**src/rtl/register_loader.sv**
```systemverilog
// Byte-stream register image loader: packs little-endian bytes into words and issues one write per word.
// Optional trailing XOR checksum byte is enabled by defining REGISTER_LOADER_CHECKSUM_EN.
module register_loader #(
  parameter int ADDR_WIDTH = 5,
  parameter int DATA_WIDTH = 32
) (
  input  logic                  clock,
  input  logic                  reset,
  input  logic                  start,
  input  logic [ADDR_WIDTH-1:0] firstAddress,
  input  logic [ADDR_WIDTH:0]   count,
  input  logic [7:0]            byteIn,
  input  logic                  byteValid,
  output logic                  byteReady,
  output logic [ADDR_WIDTH-1:0] writeAddress,
  output logic                  writeRegister,
  output logic [DATA_WIDTH-1:0] writeData,
  output logic                  busy,
  output logic                  done,
  output logic                  error
);

  localparam int BYTES = DATA_WIDTH / 8;
  localparam int IDX_W = (BYTES > 1) ? $clog2(BYTES) : 1;
  localparam logic [IDX_W-1:0] LAST_IDX = IDX_W'(BYTES - 1);

  typedef enum logic [2:0] {
    IDLE,
    COLLECT,
    WRITE,
`ifdef REGISTER_LOADER_CHECKSUM_EN
    CHECK,
`endif
    DONE
  } state_t;

  state_t                state_q, state_d;
  logic [ADDR_WIDTH-1:0] addr_q, addr_d;
  logic [ADDR_WIDTH:0]   remaining_q, remaining_d;
  logic [IDX_W-1:0]      idx_q, idx_d;
  logic [DATA_WIDTH-1:0] word_q, word_d;
  logic [ADDR_WIDTH-1:0] write_addr_q, write_addr_d;
  logic [DATA_WIDTH-1:0] write_data_q, write_data_d;
  logic                  byte_ready_q, byte_ready_d;
  logic                  write_reg_q;
  logic                  busy_q;
  logic                  done_q;
  logic [DATA_WIDTH-1:0] lane_word;
  logic                  take;

  // byte_ready_q is the registered copy of byteReady, so a transfer is judged on it
  assign take = byteValid & byte_ready_q;

  // Word as it looks with the incoming byte dropped into its lane
  for (genvar gi = 0; gi < BYTES; gi++) begin : g_lane
    assign lane_word[8*gi +: 8] = (idx_q == IDX_W'(gi)) ? byteIn : word_q[8*gi +: 8];
  end

  always_comb begin
    state_d      = state_q;
    addr_d       = addr_q;
    remaining_d  = remaining_q;
    idx_d        = idx_q;
    word_d       = word_q;
    write_addr_d = write_addr_q;
    write_data_d = write_data_q;
    case (state_q)
      IDLE: begin
        if (start) begin
          addr_d      = firstAddress;
          remaining_d = count;
          idx_d       = '0;
          state_d     = (count == '0) ? DONE : COLLECT;
        end
      end
      COLLECT: begin
        if (take) begin
          word_d = lane_word;
          if (idx_q == LAST_IDX) begin
            idx_d        = '0;
            write_addr_d = addr_q;
            write_data_d = lane_word;
            state_d      = WRITE;
          end else begin
            idx_d = idx_q + IDX_W'(1);
          end
        end
      end
      WRITE: begin
        addr_d      = addr_q + ADDR_WIDTH'(1);
        remaining_d = remaining_q - (ADDR_WIDTH+1)'(1);
        if (remaining_q == (ADDR_WIDTH+1)'(1)) begin
`ifdef REGISTER_LOADER_CHECKSUM_EN
          state_d = CHECK;
`else
          state_d = DONE;
`endif
        end else begin
          state_d = COLLECT;
        end
      end
`ifdef REGISTER_LOADER_CHECKSUM_EN
      CHECK: begin
        if (take) state_d = DONE;
      end
`endif
      DONE:    state_d = IDLE;
      default: state_d = IDLE;
    endcase
  end

  always_comb begin
    byte_ready_d = (state_d == COLLECT);
`ifdef REGISTER_LOADER_CHECKSUM_EN
    byte_ready_d = byte_ready_d | (state_d == CHECK);
`endif
  end

  // Outputs are registered from the next state so they line up with the state they describe
  always_ff @(posedge clock or negedge reset) begin
    if (!reset) begin
      state_q      <= IDLE;
      addr_q       <= '0;
      remaining_q  <= '0;
      idx_q        <= '0;
      word_q       <= '0;
      write_addr_q <= '0;
      write_data_q <= '0;
      byte_ready_q <= 1'b0;
      write_reg_q  <= 1'b0;
      busy_q       <= 1'b0;
      done_q       <= 1'b0;
    end else begin
      state_q      <= state_d;
      addr_q       <= addr_d;
      remaining_q  <= remaining_d;
      idx_q        <= idx_d;
      word_q       <= word_d;
      write_addr_q <= write_addr_d;
      write_data_q <= write_data_d;
      byte_ready_q <= byte_ready_d;
      write_reg_q  <= (state_d == WRITE);
      busy_q       <= (state_d != IDLE);
      done_q       <= (state_d == DONE);
    end
  end

`ifdef REGISTER_LOADER_CHECKSUM_EN
  logic [7:0] csum_q, csum_d;
  logic       error_q, error_d;

  always_comb begin
    csum_d  = csum_q;
    error_d = error_q;
    if (state_q == IDLE && start) begin
      csum_d  = '0;
      error_d = 1'b0;
    end else if (state_q == COLLECT && take) begin
      csum_d = csum_q ^ byteIn;
    end else if (state_q == CHECK && take && byteIn != csum_q) begin
      error_d = 1'b1;
    end
  end

  always_ff @(posedge clock or negedge reset) begin
    if (!reset) begin
      csum_q  <= '0;
      error_q <= 1'b0;
    end else begin
      csum_q  <= csum_d;
      error_q <= error_d;
    end
  end

  assign error = error_q;
`else
  assign error = 1'b0;
`endif

  assign byteReady     = byte_ready_q;
  assign writeAddress  = write_addr_q;
  assign writeRegister = write_reg_q;
  assign writeData     = write_data_q;
  assign busy          = busy_q;
  assign done          = done_q;

endmodule

```
**config.mk**
```make
export PLATFORM = sky130hd
export DESIGN_NAME = register_loader
export DESIGN_NICKNAME = d
export VERILOG_FILES = /design/src/rtl/register_loader.sv
export SDC_FILE = /design/constraint.sdc
export NUM_CORES = 1
export LEC_CHECK = 0
export ABC_AREA = 1
export CORE_AREA = 2 2 88 90
export CTS_CLUSTER_DIAMETER = 150
export DETAILED_ROUTE_END_ITERATION = 6
export DIE_AREA = 0 0 90 92
export PLACE_DENSITY = 0.77
export SETUP_SLACK_MARGIN = 0.02
export SYNTH_ARGS = -nofsm -noshare
export SYNTH_HDL_FRONTEND = slang
export SYNTH_SLANG_ARGS = --single-unit
```
**constraint.sdc**
```tcl
create_clock -name clock -period 1.4 [get_ports clock]
set_input_delay 0.42 -clock clock [delete_from_list [all_inputs] [get_ports clock]]
set_output_delay 0.42 -clock clock [all_outputs]
set_load 0.02 [all_outputs]
```
# Word-level counts from Yosys, hierarchy flattened
# Index checks and enable logic that the tools add are counted.
[totals]
inputBits = 23
register_bits = 89
[op_classes]
n_addsub = 3
n_reduce_logical = 10
muxes = 18
bitwise = 1
eq_ne = 11
[ops]
columns = ["op", "count"]
rows = [
  ["$mux W8", 4],
  ["$pmux W6 S2", 1],
  ["$mux W2", 5],
  ["$pmux W5 S2", 1],
  ["$eq A3 B2 Y1 const B", 3],
  ["$mux W3", 3],
  ["$pmux W3 S3", 1],
  ["$eq A3 B1 Y1 const B", 2],
  ["$eq A6 B1 Y1 const B", 1],
  ["$logic_not A6 Y1", 1],
  ["$mux W6", 1],
  ["$reduce_and A3 Y1", 2],
  ["$sub A6 B1 Y6 const B", 1],
  ["$add A5 B1 Y5 const B", 1],
  ["$mux W5", 1],
  ["$eq A2 B2 Y1 const B", 2],
  ["$ne A2 B2 Y1 const B", 2],
  ["$pmux W2 S2", 1],
  ["$reduce_and A2 Y1", 2],
  ["$reduce_bool A2 Y1", 2],
  ["$logic_not A3 Y1", 1],
  ["$reduce_bool A3 Y1", 1],
  ["$add A2 B1 Y2 const B", 1],
  ["$eq A2 B1 Y1 const B", 1],
  ["other kinds (2)", 2],
]

# Logic depth before layout (Yosys ltp)
[depth]
word_depth = 5
mapped_depth = 8
mapped_depth_nobuf = 7

# Worst setup path before layout
# Ideal clock, no wire load.
[synth_path]
path_kind = "register to register"
start = "reg idx_q[0]"
end = "reg write_data_q[8], in the netlist writeData[8]"
synth_period_minus_slack_ps = 1296
path_slack_ps = 104
t_required_ps = 1283
t_arrival_ps = 1180
stages_incl_launch_ff = 9
setup_time_ps = 117
path_cell_list = "dfrtp_1 > ha_1 > inv_1 > nor2_1 > nand2_2 > buf_6 > buf_6 > nand2_1 > nand2_1"
[synth_via]
elab_chain_cells = 2
word_cells_on_any_way = 4
cone_classes = "eq/ne (2); mux (1); reduce/logical (1)"
[synth_lines]
columns = ["element", "line", "source"]
rows = [
  ["start: declaration", "40", "logic [IDX_W-1:0] idx_q, idx_d;"],
  ["start signal: assignment", "137", "idx_q <= idx_d;"],
  ["$eq A2 B2 Y1 / $eq A2 B1 Y1 (equally long branches)", "79, 56", ""],
  ["$reduce_and A3 Y1 (no line) / $mux W8 (equally long branches)", "n/a", ""],
  ["end signal: assignment", "140", "write_data_q <= write_data_d;"],
  ["end: declaration", "43", "logic [DATA_WIDTH-1:0] write_data_q, write_data_d;"],
]
# Parallel ways exist; a longest one is shown, timed or not.
# A chain may end at the register's enable or synchronous reset.

# Worst setup path after layout
[layout_path]
start = "reg idx_q[1]"
end = "reg write_data_q[8], in the netlist writeData[8]"
# Same word-level chain as after synthesis.

==> results.toml <==
[outcome]
status = "finished, violations left"
violations = "negative setup slack"

[finish]
fin_area_sq_mm = 0.00492
drive_above_1_share_pct = 21.2
final_core_utilization_pct = 66.1
nFillCells = 601
fin_nets = 576
fin_cells = 653
n_antenna_cell = 0
syn_to_final_growth_pct = 32.7

[timing]
max_freq_ghz = 0.711
hold_viol = 0
tns_ns = -0.00710
timing.final.crit_share_pct = 101
slew_viol_final = 0
setup_ws_ns = -0.00710
clock_skew_ns = 0.0200
rsz0062_at_grt = "yes"
period_needed_ns = 1.41
final-setup-viol-count = 1
hold_ws_ns = 0.481

[critical_path]
worstSetupEndpointType = "register"
crit_chain = "ha_2 -> inv_2 -> nor2_4 -> nand2_4 -> buf_12 -> nand2_1 -> nand2_1"
slowest_stage = "dfrtp_1"
start_kind = "register"
crit_top_cell = "nand2_1"
worst_ep_arrival_time_ns = 1.65
cp_slowest_stage_delay_ns = 0.43
path_delay_family = "flip-flops"
crit_fanout = 24
worst-path-buf-inv = 2
critical_path_class = "register to register"
crit_required_ns = 1.64

[grt]
grt_pass1_vias = 3137
antenna_found_initial = 0
grt_first_pass_wirelength_mm = 14.7
grt_overflow = 0
grt_max_degree = 36
grt_use_total_pct = 22.0

[placement]
dp_cells = 624
dp_slack_ns = -0.338
place_congestion = 0.863
hpwl_mm = 5.94
port_buffers = 63
dpl_cell_area_sq_mm = 0.00459

[route]
final_antenna_net_count = 0
first_pass_iters = 4
drc_errors = 0
first_iter_violations = 240
viasPerCell = 5.12
wirelength_mm = 9.53
vias = 3343
wire_per_inst_microns = 14.6

[power]
leakagePower_nw = 2.63
power_density_mw_per_mm2 = 1210
irDropWorstVdd_v = 0.000585
finalPower_mw = 5.96

[synth]
syn_inst = 453
netlist_area_sq_mm = 0.00371
synth.distinct_cells = 26
yosys_register_bits = 81
synth_warnings = 0
syn_avg_cell_area_sq_um = 8.18
synth_seq_area_share_pct = 54.7

[floorplan]
dieWidth_microns = 90
die_y_microns = 92
rows = 32
die-area_sq_mm = 0.00828
coreArea_sq_mm = 0.00745
io_pins = 65
start_util_pct = 49.8

[cts]
cts_buffers = 9
htreeDepth = 3
clock_latency_ns = 0.37
cts-root-buf = "clkbuf_8"
clockBufferDepth = 2
cts.sinks = 81
path_clk_slew_ns = 0.10
tritoncts = "yes"

[run]
drv_cap = 0

[hold_path]
hp-class = "primary input to async pin"
[cell type report]
type	count	area [sq um]	share of cell area [%]
repair buffers	99	918	18.7
flip-flops and latches	81	2030	41.2
clock buffers	9	124	2.52
clock inverters	7	81.3	1.65
inverters	42	165	3.36
well taps	102	128	2.59
multi-input cells	313	1480	30.0
[cells by family (layout without fill, tap and decap cells)]
kind of cell / count (synthesis) / in the layout / share of synthesized area (%)
and+or+nand+nor: 234 / 234 / 25.2
DFF: 81 / 81 / 54.7
AOI/OAI and AO/OA: 68 / 68 / 9.42
buffers and inverters: 60 / 157 / 7.80
adders and majority gates: 7 / 7 / 2.36
xor gates and xnor gates: 2 / 2 / 0.473
other: 1 / 2 / 0.101
[power by group]
part | switching, mW | leakage (nW) | internal (mW) | total (mW)
clock | 0.940 | 0.101 | 0.852 | 1.79
sequential | 0.185 | 1.04 | 2.73 | 2.92
combinational | 0.765 | 1.49 | 0.480 | 1.24
total | 1.89 | 2.63 | 4.07 | 5.96
[cells in the mapped netlist]
library cell,number,area [sq um]
a21oi_1,1,5.00
buf_2,7,35.0
buf_4,4,30.0
buf_6,5,56.3
clkbuf_1,2,7.51
conb_1,1,3.75
dfrtp_1,81,2030
ha_1,7,87.6
inv_1,38,143
inv_2,3,11.3
inv_4,1,6.26
nand2_1,194,728
nand2_2,2,12.5
nand3_1,12,60.1
nand3_4,1,17.5
nand4_1,3,18.8
nor2_1,16,60.1
nor2_2,2,12.5
nor3_1,2,10.0
nor3b_1,1,7.51
o211ai_1,2,15.0
o21ai_0,50,250
o21ai_1,14,70.1
o21ai_2,1,8.76
or2_2,1,6.26
xnor2_1,2,17.5
[layer usage]
metal / global-route usage, % / part of all wire [%] / up-vias
li1: - / - / 1607
met1: 28.7 / 43 / 1590
met2: 36.0 / 48 / 122
met3: 5.42 / 5.5 / 24
met4: 7.69 / 2.9 / 0
met5: 0 / 0 / -
[sequential cells by signal (all words and copies together) (netlist names)]
name	count
writeRegister	1
done	1
remaining_q	6
idx_q	2
word_q	24
addr_q	5
writeAddress	5
state_q	3
byteReady	1
busy	1
writeData	32
[worst paths after layout]
kind,from,to,slack (ns),depth (start not counted)
worst max-delay path,idx_q[1],writeData[8],-0.007,7
min in group clock,writeData[16],writeData[16],0.48,2
worst min-delay path,reset,writeData[9],0.48,2
worst max register to register,idx_q[1],writeData[8],-0.007,7
worst min register to register,writeData[16],writeData[16],0.48,2
max in group asynchronous,reset,writeData[24],0.43,3
[placed cells by master, fill, tap and decap left out, drive strengths merged, types with 2 or more instances in the layout]
cell / instances
o21ai: 65
nand3: 13
buf: 72
nand2: 196
nor3: 2
o211ai: 2
inv: 46
clkdlybuf4s50: 20
conb: 2
dfrtp: 81
nor2: 18
ha: 7
xnor2: 2
nand4: 3
clkbuf: 14
[repair_timing]
item	4_1_cts	5_1_grt
cloned	1	6
hold buffers	1	0
pin swaps	2	8
gates resized for setup	172	30
hold endpoints to repair	18	0
buffers inserted	1	4
endpoints found under the setup margin	104	66
Power figures use the tool's default switching activity.
